--- src/rtl/multicycle_control_fsm_if.sv ---
// Control bundle between the multicycle sequencer (master) and the datapath (slave).
interface multicycle_control_fsm_if #(parameter int STATE_W = 4);
  logic [5:0]         opcode;
  logic               zero;
  logic               mem_ready;
  logic               pc_write;
  logic               pc_write_cond;
  logic               i_or_d;
  logic               mem_read;
  logic               mem_write;
  logic               ir_write;
  logic               mem_to_reg;
  logic               reg_dst;
  logic               reg_write;
  logic               alu_src_a;
  logic [1:0]         alu_src_b;
  logic [1:0]         alu_op;
  logic [1:0]         pc_source;
  logic               instr_done;
  logic               illegal_op;
  logic [STATE_W-1:0] state_dbg;

  modport master (
    input  opcode, zero, mem_ready,
    output pc_write, pc_write_cond, i_or_d, mem_read, mem_write, ir_write,
           mem_to_reg, reg_dst, reg_write, alu_src_a, alu_src_b, alu_op,
           pc_source, instr_done, illegal_op, state_dbg
  );

  modport slave (
    output opcode, zero, mem_ready,
    input  pc_write, pc_write_cond, i_or_d, mem_read, mem_write, ir_write,
           mem_to_reg, reg_dst, reg_write, alu_src_a, alu_src_b, alu_op,
           pc_source, instr_done, illegal_op, state_dbg
  );
endinterface

--- src/rtl/multicycle_control_fsm.sv ---
// Moore sequencer for the multicycle MIPS-subset datapath with wait-state memory handshake.
// Define ADDI_EN to decode ADDI (opcode 001000); otherwise it is reported as illegal.
module multicycle_control_fsm #(
  parameter int STATE_W = 4
) (
  input logic                      clk,
  input logic                      rst,
  multicycle_control_fsm_if.master bus
);

  typedef enum logic [STATE_W-1:0] {
    FETCH    = STATE_W'(0),
    DECODE   = STATE_W'(1),
    MEM_ADDR = STATE_W'(2),
    MEM_RD   = STATE_W'(3),
    MEM_WB   = STATE_W'(4),
    MEM_WR   = STATE_W'(5),
    EXEC     = STATE_W'(6),
    R_WB     = STATE_W'(7),
    BRANCH   = STATE_W'(8),
    JUMP     = STATE_W'(9),
    ADDI_EX  = STATE_W'(10),
    ADDI_WB  = STATE_W'(11)
  } state_t;

  localparam logic [5:0] OP_R   = 6'b000000;
  localparam logic [5:0] OP_LW  = 6'b100011;
  localparam logic [5:0] OP_SW  = 6'b101011;
  localparam logic [5:0] OP_BEQ = 6'b000100;
  localparam logic [5:0] OP_J   = 6'b000010;
`ifdef ADDI_EN
  localparam logic [5:0] OP_ADDI = 6'b001000;
`endif

  // fetch/done_on_ready/decode mark the few outputs that also depend on live inputs
  typedef struct packed {
    logic       pc_write;
    logic       pc_write_cond;
    logic       i_or_d;
    logic       mem_read;
    logic       mem_write;
    logic       mem_to_reg;
    logic       reg_dst;
    logic       reg_write;
    logic       alu_src_a;
    logic [1:0] alu_src_b;
    logic [1:0] alu_op;
    logic [1:0] pc_source;
    logic       fetch;
    logic       done;
    logic       done_on_ready;
    logic       decode;
  } ctl_t;

  state_t state;
  ctl_t   ctl_q;
  logic   run;

  function automatic logic op_legal(input logic [5:0] op);
    case (op)
      OP_R, OP_LW, OP_SW, OP_BEQ, OP_J: op_legal = 1'b1;
`ifdef ADDI_EN
      OP_ADDI:                          op_legal = 1'b1;
`endif
      default:                          op_legal = 1'b0;
    endcase
  endfunction

  function automatic state_t next_state(input state_t s, input logic [5:0] op, input logic rdy);
    state_t ns;
    ns = FETCH;
    case (s)
      FETCH:    ns = rdy ? DECODE : FETCH;
      DECODE: begin
        case (op)
          OP_R:          ns = EXEC;
          OP_LW, OP_SW:  ns = MEM_ADDR;
          OP_BEQ:        ns = BRANCH;
          OP_J:          ns = JUMP;
`ifdef ADDI_EN
          OP_ADDI:       ns = ADDI_EX;
`endif
          default:       ns = FETCH;
        endcase
      end
      MEM_ADDR: ns = (op == OP_SW) ? MEM_WR : MEM_RD;
      MEM_RD:   ns = rdy ? MEM_WB : MEM_RD;
      MEM_WR:   ns = rdy ? FETCH : MEM_WR;
      EXEC:     ns = R_WB;
`ifdef ADDI_EN
      ADDI_EX:  ns = ADDI_WB;
`endif
      default:  ns = FETCH;
    endcase
    return ns;
  endfunction

  function automatic ctl_t decode(input state_t s);
    ctl_t c;
    c = '0;
    case (s)
      FETCH: begin
        c.mem_read  = 1'b1;
        c.alu_src_b = 2'b01;
        c.fetch     = 1'b1;
      end
      DECODE: begin
        c.alu_src_b = 2'b11;
        c.decode    = 1'b1;
      end
      MEM_ADDR: begin
        c.alu_src_a = 1'b1;
        c.alu_src_b = 2'b10;
      end
      MEM_RD: begin
        c.mem_read = 1'b1;
        c.i_or_d   = 1'b1;
      end
      MEM_WB: begin
        c.reg_write  = 1'b1;
        c.mem_to_reg = 1'b1;
        c.done       = 1'b1;
      end
      MEM_WR: begin
        c.mem_write     = 1'b1;
        c.i_or_d        = 1'b1;
        c.done_on_ready = 1'b1;
      end
      EXEC: begin
        c.alu_src_a = 1'b1;
        c.alu_op    = 2'b10;
      end
      R_WB: begin
        c.reg_write = 1'b1;
        c.reg_dst   = 1'b1;
        c.done      = 1'b1;
      end
      BRANCH: begin
        c.alu_src_a     = 1'b1;
        c.alu_op        = 2'b01;
        c.pc_write_cond = 1'b1;
        c.pc_source     = 2'b01;
        c.done          = 1'b1;
      end
      JUMP: begin
        c.pc_write  = 1'b1;
        c.pc_source = 2'b10;
        c.done      = 1'b1;
      end
`ifdef ADDI_EN
      ADDI_EX: begin
        c.alu_src_a = 1'b1;
        c.alu_src_b = 2'b10;
      end
      ADDI_WB: begin
        c.reg_write = 1'b1;
        c.done      = 1'b1;
      end
`endif
      default: c = '0;
    endcase
    return c;
  endfunction

  // Output decode is registered alongside the state so ctl_q always matches state
  always_ff @(posedge clk) begin
    if (rst) begin
      state <= FETCH;
      ctl_q <= decode(FETCH);
    end else begin
      state <= next_state(state, bus.opcode, bus.mem_ready);
      ctl_q <= decode(next_state(state, bus.opcode, bus.mem_ready));
    end
  end

  // Reset blanks every output in the same cycle, including mid-wait
  assign run = ~rst;

  assign bus.pc_write      = run & (ctl_q.pc_write | (ctl_q.fetch & bus.mem_ready));
  assign bus.ir_write      = run & ctl_q.fetch & bus.mem_ready;
  assign bus.pc_write_cond = run & ctl_q.pc_write_cond;
  assign bus.i_or_d        = run & ctl_q.i_or_d;
  assign bus.mem_read      = run & ctl_q.mem_read;
  assign bus.mem_write     = run & ctl_q.mem_write;
  assign bus.mem_to_reg    = run & ctl_q.mem_to_reg;
  assign bus.reg_dst       = run & ctl_q.reg_dst;
  assign bus.reg_write     = run & ctl_q.reg_write;
  assign bus.alu_src_a     = run & ctl_q.alu_src_a;
  assign bus.alu_src_b     = {2{run}} & ctl_q.alu_src_b;
  assign bus.alu_op        = {2{run}} & ctl_q.alu_op;
  assign bus.pc_source     = {2{run}} & ctl_q.pc_source;
  assign bus.instr_done    = run & (ctl_q.done | (ctl_q.done_on_ready & bus.mem_ready));
  assign bus.illegal_op    = run & ctl_q.decode & ~op_legal(bus.opcode);
  assign bus.state_dbg     = run ? state : '0;

endmodule

--- src/flat_wrapper.sv ---
// flat-port wrapper written by rule: the top's interface ports become plain ports
module multicycle_control_fsm_flat 
#(
  parameter int STATE_W = 4
)
  (clk, rst, bus_opcode, bus_zero, bus_mem_ready, bus_pc_write, bus_pc_write_cond, bus_i_or_d, bus_mem_read, bus_mem_write, bus_ir_write, bus_mem_to_reg, bus_reg_dst, bus_reg_write, bus_alu_src_a, bus_alu_src_b, bus_alu_op, bus_pc_source, bus_instr_done, bus_illegal_op, bus_state_dbg);
  multicycle_control_fsm_if #(.STATE_W(STATE_W)) bus_i ();
  input logic clk;
  input logic rst;
  input wire logic [$bits(bus_i.opcode)-1:0] bus_opcode;
  input wire logic [$bits(bus_i.zero)-1:0] bus_zero;
  input wire logic [$bits(bus_i.mem_ready)-1:0] bus_mem_ready;
  output wire logic [$bits(bus_i.pc_write)-1:0] bus_pc_write;
  output wire logic [$bits(bus_i.pc_write_cond)-1:0] bus_pc_write_cond;
  output wire logic [$bits(bus_i.i_or_d)-1:0] bus_i_or_d;
  output wire logic [$bits(bus_i.mem_read)-1:0] bus_mem_read;
  output wire logic [$bits(bus_i.mem_write)-1:0] bus_mem_write;
  output wire logic [$bits(bus_i.ir_write)-1:0] bus_ir_write;
  output wire logic [$bits(bus_i.mem_to_reg)-1:0] bus_mem_to_reg;
  output wire logic [$bits(bus_i.reg_dst)-1:0] bus_reg_dst;
  output wire logic [$bits(bus_i.reg_write)-1:0] bus_reg_write;
  output wire logic [$bits(bus_i.alu_src_a)-1:0] bus_alu_src_a;
  output wire logic [$bits(bus_i.alu_src_b)-1:0] bus_alu_src_b;
  output wire logic [$bits(bus_i.alu_op)-1:0] bus_alu_op;
  output wire logic [$bits(bus_i.pc_source)-1:0] bus_pc_source;
  output wire logic [$bits(bus_i.instr_done)-1:0] bus_instr_done;
  output wire logic [$bits(bus_i.illegal_op)-1:0] bus_illegal_op;
  output wire logic [$bits(bus_i.state_dbg)-1:0] bus_state_dbg;
  assign bus_i.opcode = bus_opcode;
  assign bus_i.zero = bus_zero;
  assign bus_i.mem_ready = bus_mem_ready;
  assign bus_pc_write = bus_i.pc_write;
  assign bus_pc_write_cond = bus_i.pc_write_cond;
  assign bus_i_or_d = bus_i.i_or_d;
  assign bus_mem_read = bus_i.mem_read;
  assign bus_mem_write = bus_i.mem_write;
  assign bus_ir_write = bus_i.ir_write;
  assign bus_mem_to_reg = bus_i.mem_to_reg;
  assign bus_reg_dst = bus_i.reg_dst;
  assign bus_reg_write = bus_i.reg_write;
  assign bus_alu_src_a = bus_i.alu_src_a;
  assign bus_alu_src_b = bus_i.alu_src_b;
  assign bus_alu_op = bus_i.alu_op;
  assign bus_pc_source = bus_i.pc_source;
  assign bus_instr_done = bus_i.instr_done;
  assign bus_illegal_op = bus_i.illegal_op;
  assign bus_state_dbg = bus_i.state_dbg;
  multicycle_control_fsm #(.STATE_W(STATE_W)) u_core (.clk(clk), .rst(rst), .bus(bus_i));
endmodule
--- config.mk ---
export PLATFORM = sky130hd
export DESIGN_NAME = multicycle_control_fsm_flat
export DESIGN_NICKNAME = d
export VERILOG_FILES = /design/src/rtl/multicycle_control_fsm_if.sv /design/src/rtl/multicycle_control_fsm.sv /design/src/flat_wrapper.sv
export SDC_FILE = /design/constraint.sdc
export NUM_CORES = 1
export LEC_CHECK = 0
export BUFFER_PORTS_ARGS = -buffer_cell sky130_fd_sc_hd__buf_2
export CORE_ASPECT_RATIO = 1.5
export CORE_MARGIN = 1.5
export CORE_UTILIZATION = 49
export CTS_CLUSTER_DIAMETER = 200
export DETAILED_ROUTE_END_ITERATION = 6
export GPL_TIMING_DRIVEN = 1
export PLACE_DENSITY = 0.81
export RECOVER_POWER = 100
export SYNTH_ARGS = -nofsm -noshare
export SYNTH_HDL_FRONTEND = slang
export SYNTH_SLANG_ARGS = --single-unit
--- constraint.sdc ---
create_clock -name clk -period 2.4 [get_ports clk]
set_input_delay 0.48 -clock clk [delete_from_list [all_inputs] [get_ports clk]]
set_output_delay 0.48 -clock clk [all_outputs]
set_load 0.05 [all_outputs]
==> results of run 1 <==
[metrics by stage]
| step | hold slack, ps | std cells |
|---|---|---|
| after detailed placement | 630 | 163 |
| after global placement | 610 | 163 |
| after global routing | 579 | 167 |
| after floorplan | 508 | 116 |
| final | 586 | 167 |
| after CTS | 510 | 167 |
[routing by layer]
metal / track usage, % / routed length (um) / part of all wire [%]
met1: 22.3 / 842 / 40
met3: 3.77 / 100 / 4.7
met2: 35.9 / 1150 / 54
met4: 9.52 / 28 / 1.3
met5: 0 / 0 / 0
[cells in the mapped netlist (2+ instances only)]
cell	count	area [sq um]
nor2b_1	16	100
clkbuf_1	4	15.0
inv_1	4	15.0
nor4_1	3	18.8
a21oi_1	4	20.0
buf_4	2	15.0
nor2_1	14	52.6
or2_2	2	12.5
or4b_4	2	27.5
nand2_1	6	22.5
dfxtp_1	20	400
buf_6	2	22.5
or3_1	2	12.5
o21a_1	2	15.0
nor3_1	5	25.0
nand2b_1	2	12.5
[worst max-delay path: cells and delay by family, from the launching register on]
family	cells	cell delay, ps
AO/OA/AOI/OAI	1	250
flip-flops	1	520
AND/OR/NAND/NOR	4	1360
[power by group]
part           internal, mW  switching, mW
combinational        0.0291         0.0634
sequential            0.338        0.00413
clock                0.0925         0.0968
[area by class of cell]
cell class | count | area (sq um)
Fill cell | 199 | 837
Multi-Input combinational cell | 84 | 541
Inverter | 4 | 15.0
Sequential cell | 20 | 400
Tap cell | 22 | 27.5
Clock buffer | 4 | 36.3
Timing Repair Buffer | 33 | 145
[state kept, by name (all words and copies together), names as in the netlist]
name          flops
u_core.ctl_q     16
u_core.state      4
[logic make-up after synthesis]
kind of cell           count (synthesis)  share of synthesized area, %
XOR/XNOR                               1                         0.858
flip-flops                            20                          39.2
AO/OA/AOI/OAI                         16                          13.0
buffers and inverters                 12                          6.62
AND/OR/NAND/NOR                       67                          40.3
[worst max path at each step]
stage	slack (ps)	endpoint
4_1_cts	210	bus_illegal_op
2_1_floorplan	60	bus_illegal_op
3_3_place_gp	210	u_core.ctl_q[15]$_SDFF_PP1_
5_1_grt	90	u_core.ctl_q[15]$_SDFF_PP1_
3_5_place_dp	170	u_core.ctl_q[15]$_SDFF_PP1_
6_report	150	u_core.ctl_q[15]$_SDFF_PP1_
==> flow_summary.yaml, run 1 <==
routing:
  drt_iter0_drc: 31
  drc_errors: 0
  ant_nets: 0
  routed_wl_um: 2130
  routedWlPerCell_um: 12.7
  dr_total_vias: 945
  dr.pass1.iters: 4
  via_per_inst: 5.66
job:
  max-cap-violations: 0
power:
  cellLeakagePower_nw: 0.453
  powerDensity_nw_per_um2: 536
  finalPower_uw: 624
  power.ir.vdd_worst_mv: 0.299
critical_path:
  slowest_delay_ps: 520
  r2r_end: "u_core.ctl_q[15]$_SDFF_PP1_"
  crit_arrival_ps: 2430
  cp_max_fo: 9
  reg2reg_depth: 5
  worst-endpoint-required_ps: 2580
  cpMaxStageDelayCell: "dfxtp_1"
  end_kind: "flop"
  start_kind: "flop"
  r2r-start: "u_core.state[1]$_SDFF_PP0_"
  path_class: "reg2reg"
  r2r_slack_ps: 150
  worstPathCellList: "or4b_1 -> nor4_1 -> nor3_1 -> a31o_1 -> or3_1"
  cp-startpoint: "u_core.state[1]$_SDFF_PP0_"
timing:
  finalCritPeriodShare_pct: 93.7
  final.setup_skew_ps: 7.24
  slew_headroom_pct: 60.2
  worst_pin_slew_ps: 592
  tns_ps: 0
  finalHoldViolCount: 0
  drv_slew: 0
  grt_setup_unrepaired: "false"
  postLayoutSetupSlackWorst_ps: 150
  setup_violations: 0
  max_freq_mhz: 444
  period_minus_slack_ps: 2250
hold_path:
  whs_path_depth: 3
  hold_end: "u_core.ctl_q[2]$_SDFF_PP0_"
  min-delay-start: "bus_mem_ready"
  hold_class: "in2reg"
clocking:
  cts.repair.resized: 0
  clock_sinks: 20
  ctsHtreeMaxLevel: 1
  path_clk_slew_ps: 110
  cts_hold_buf: 0
  clkLatencyLatePin_ps: 300
  cts_root_buf: "clkbuf_4"
  cts_tree: "yes"
  clk_path_buf_depth: 2
  cts_made_buffers: 3
  cts_setup_buffers: 0
yosys:
  synthesis.nets: 126
  synthArstFlopShare_pct: 0
  synth.cell_area_sq_um: 1020
  ys_ff_latch: 20
  synth_warnings: 0
  synth_edf_count: 0
  synth_cells: 116
  syn_avg_cell_area_sq_um: 8.80
  synth_seq_area_share_pct: 39.2
  synthDistinctLibCells: 42
  synth_flop_cell: "dfxtp_1"
floorplan:
  die_h_um: 58.9
  initial_core_util_pct: 51.0
  rows: 20
  coreArea_sq_um: 2000
  dieArea_sq_um: 2370
  die_w_um: 40.3
  boundaryPins: 32
global_route:
  antenna_found_initial: 0
  grt.overflow.total: 0
  grt_use_total_pct: 20.5
  grt_pass1_wl_um: 3380
  grt_pass1_vias: 806
  grt_max_degree: 13
layout:
  layout-drive-gt1-share_pct: 15.9
  utilization_pct: 58.2
  finalInstanceArea_sq_um: 1160
  final_common_cell: "clkbuf_1"
  final_net_count: 156
  mostFrequentLayoutCells: "clkbuf_1 (22), dfxtp_1 (20), nor2b_1 (15)"
  syn2layout_area_growth_pct: 14.1
  diodes: 0
placement:
  place.gp.congestion: 0.881
  dp.final_hpwl_um: 1600
  placed_area_sq_um: 1180
  port_buffers: 30
  pre_cts_ws_ps: 175
outcome:
  status: "finished, final reports clean"
Note: power is estimated with default switching activity, not from simulation.
==> run 2: changes to the inputs <==
--- a/config.mk
+++ b/config.mk
@@ -9,6 +9,7 @@
 export CORE_ASPECT_RATIO = 1.5
 export CORE_MARGIN = 1.5
 export CORE_UTILIZATION = 49
+export CTS_BUF_LIST = sky130_fd_sc_hd__clkbuf_16
 export CTS_CLUSTER_DIAMETER = 200
 export DETAILED_ROUTE_END_ITERATION = 6
 export GPL_TIMING_DRIVEN = 1
==> run 2 against run 1 <==
Net effect: combinational power barely moved; worst setup slack better by 32 ps; global-route usage is 0.66 points higher; critical path depth did not move; sequential cell count unchanged; total power increased by 24%; largest power group unchanged; core utilization is 2.0 points higher; cell count did not move; highest routed layer unchanged; clock skew down 7.0 ps; via count up 0.42%; largest cell class unchanged; critical endpoint is now bus_illegal_op.
==> flow_summary.yaml, run 2 (synthesis gave the netlist of run 1 again) <==
job:
  max-cap-violations: 0
clocking:
  clk_path_buf_depth: 2
  cts_setup_buffers: 0
  cts.repair.resized: 0
  path_clk_slew_ps: 50
  clock_sinks: 20
  clkLatencyLatePin_ps: 250
  ctsHtreeMaxLevel: 1
  cts_root_buf: "clkbuf_16"
  cts_hold_buf: 0
  cts_made_buffers: 3
  cts_tree: "yes"
routing:
  routedWlPerCell_um: 13.3
  ant_nets: 0
  drc_errors: 0
  dr_total_vias: 949
  drt_iter0_drc: 35
  routed_wl_um: 2220
  via_per_inst: 5.68
  dr.pass1.iters: 4
timing:
  postLayoutSetupSlackWorst_ps: 182
  worst_pin_slew_ps: 600
  drv_slew: 0
  setup_violations: 0
  max_freq_mhz: 451
  tns_ps: 0
  finalCritPeriodShare_pct: 92.4
  slew_headroom_pct: 60.2
  finalHoldViolCount: 0
  period_minus_slack_ps: 2220
  final.setup_skew_ps: 0.284
  grt_setup_unrepaired: "false"
global_route:
  antenna_found_initial: 0
  grt.overflow.total: 0
  grt_use_total_pct: 21.1
  grt_pass1_vias: 789
  grt_pass1_wl_um: 3380
  grt_max_degree: 13
floorplan:
  rows: 20
  dieArea_sq_um: 2370
  initial_core_util_pct: 51.0
  die_h_um: 58.9
  boundaryPins: 32
  coreArea_sq_um: 2000
  die_w_um: 40.3
layout:
  top_register: "u_core.ctl_q"
  final_net_count: 156
  syn2layout_area_growth_pct: 18.0
  diodes: 0
  reg_top3: "u_core.ctl_q (16), u_core.state (4)"
  layout-drive-gt1-share_pct: 15.2
  final_common_cell: "clkbuf_1"
  largest_reg_flops: 16
  mostFrequentLayoutCells: "clkbuf_1 (22), dfxtp_1 (20), nor2b_1 (15)"
  final_cells: 167
  finalInstanceArea_sq_um: 1200
critical_path:
  cp_max_fo: 7
  crit_arrival_ps: 1740
  path_class: "in2out"
  worst-endpoint-required_ps: 1920
  end_kind: "output pin"
  r2r_slack_ps: 250
  start_kind: "primary input"
hold_path:
  hold_class: "in2reg"
placement:
  dp_cells: 163
  dp.final_hpwl_um: 1600
  port_buffers: 30
  pre_cts_ws_ps: 175
  place.gp.congestion: 0.881
  placed_area_sq_um: 1180
power:
  cellLeakagePower_nw: 0.470
  powerDensity_nw_per_um2: 640
  power.ir.vdd_worst_mv: 0.531
outcome:
  status: "finished, final reports clean"
==> run 2: area by class of cell <==
| cell class | instances | area, sq um |
|---|---|---|
| inverter | 4 | 15.0 |
| fill | 197 | 797 |
| multi-input combinational | 84 | 541 |
| clock buffer | 3 | 75.1 |
| clock inverter | 1 | 3.75 |
| tap | 22 | 27.5 |
| timing repair buffer | 33 | 143 |
| sequential | 20 | 400 |
==> run 2: power breakdown <==
| group | internal [mW] | total, mW | switching [mW] |
|---|---|---|---|
| clock | 0.222 | 0.336 | 0.114 |
| combinational | 0.0287 | 0.0923 | 0.0636 |
| sequential | 0.339 | 0.343 | 0.00402 |
==> run 2: per-layer routing <==
metal	global-route usage [%]	vias to the layer above	share of wire, %
li1	-	470	-
met4	15.2	0	5.5
met3	3.40	13	4.6
met1	21.5	431	39
met5	0	-	0
met2	36.2	35	51
==> run 2: final timing paths <==
path	to	cells past startpoint	startpoint
setup / recovery	bus_illegal_op	5	bus_opcode[1]
hold / removal	u_core.state[0]$_SDFF_PP0_	2	rst
setup reg to reg	u_core.ctl_q[15]$_SDFF_PP1_	5	u_core.state[1]$_SDFF_PP0_
hold reg to reg	u_core.ctl_q[2]$_SDFF_PP0_	1	u_core.state[3]$_SDFF_PP0_
==> run 2: worst max-delay path: stages <==
cell	delay (ps)
buf_2	150
or4_1	590
a21oi_1	210
nor4b_2	70
clkbuf_2	240
==> run 2: through the flow <==
stage / hold WS, ps / total power, mW / utilization [%]
after detailed placement: 630 / 0.445 / 58.8
after CTS: 560 / 0.780 / 62.7
after global routing: 587 / 0.797 / 60.2
final: 554 / 0.772 / 60.2
after floorplan: 508 / 0.417 / -
after global placement: 610 / 0.443 / 58.8
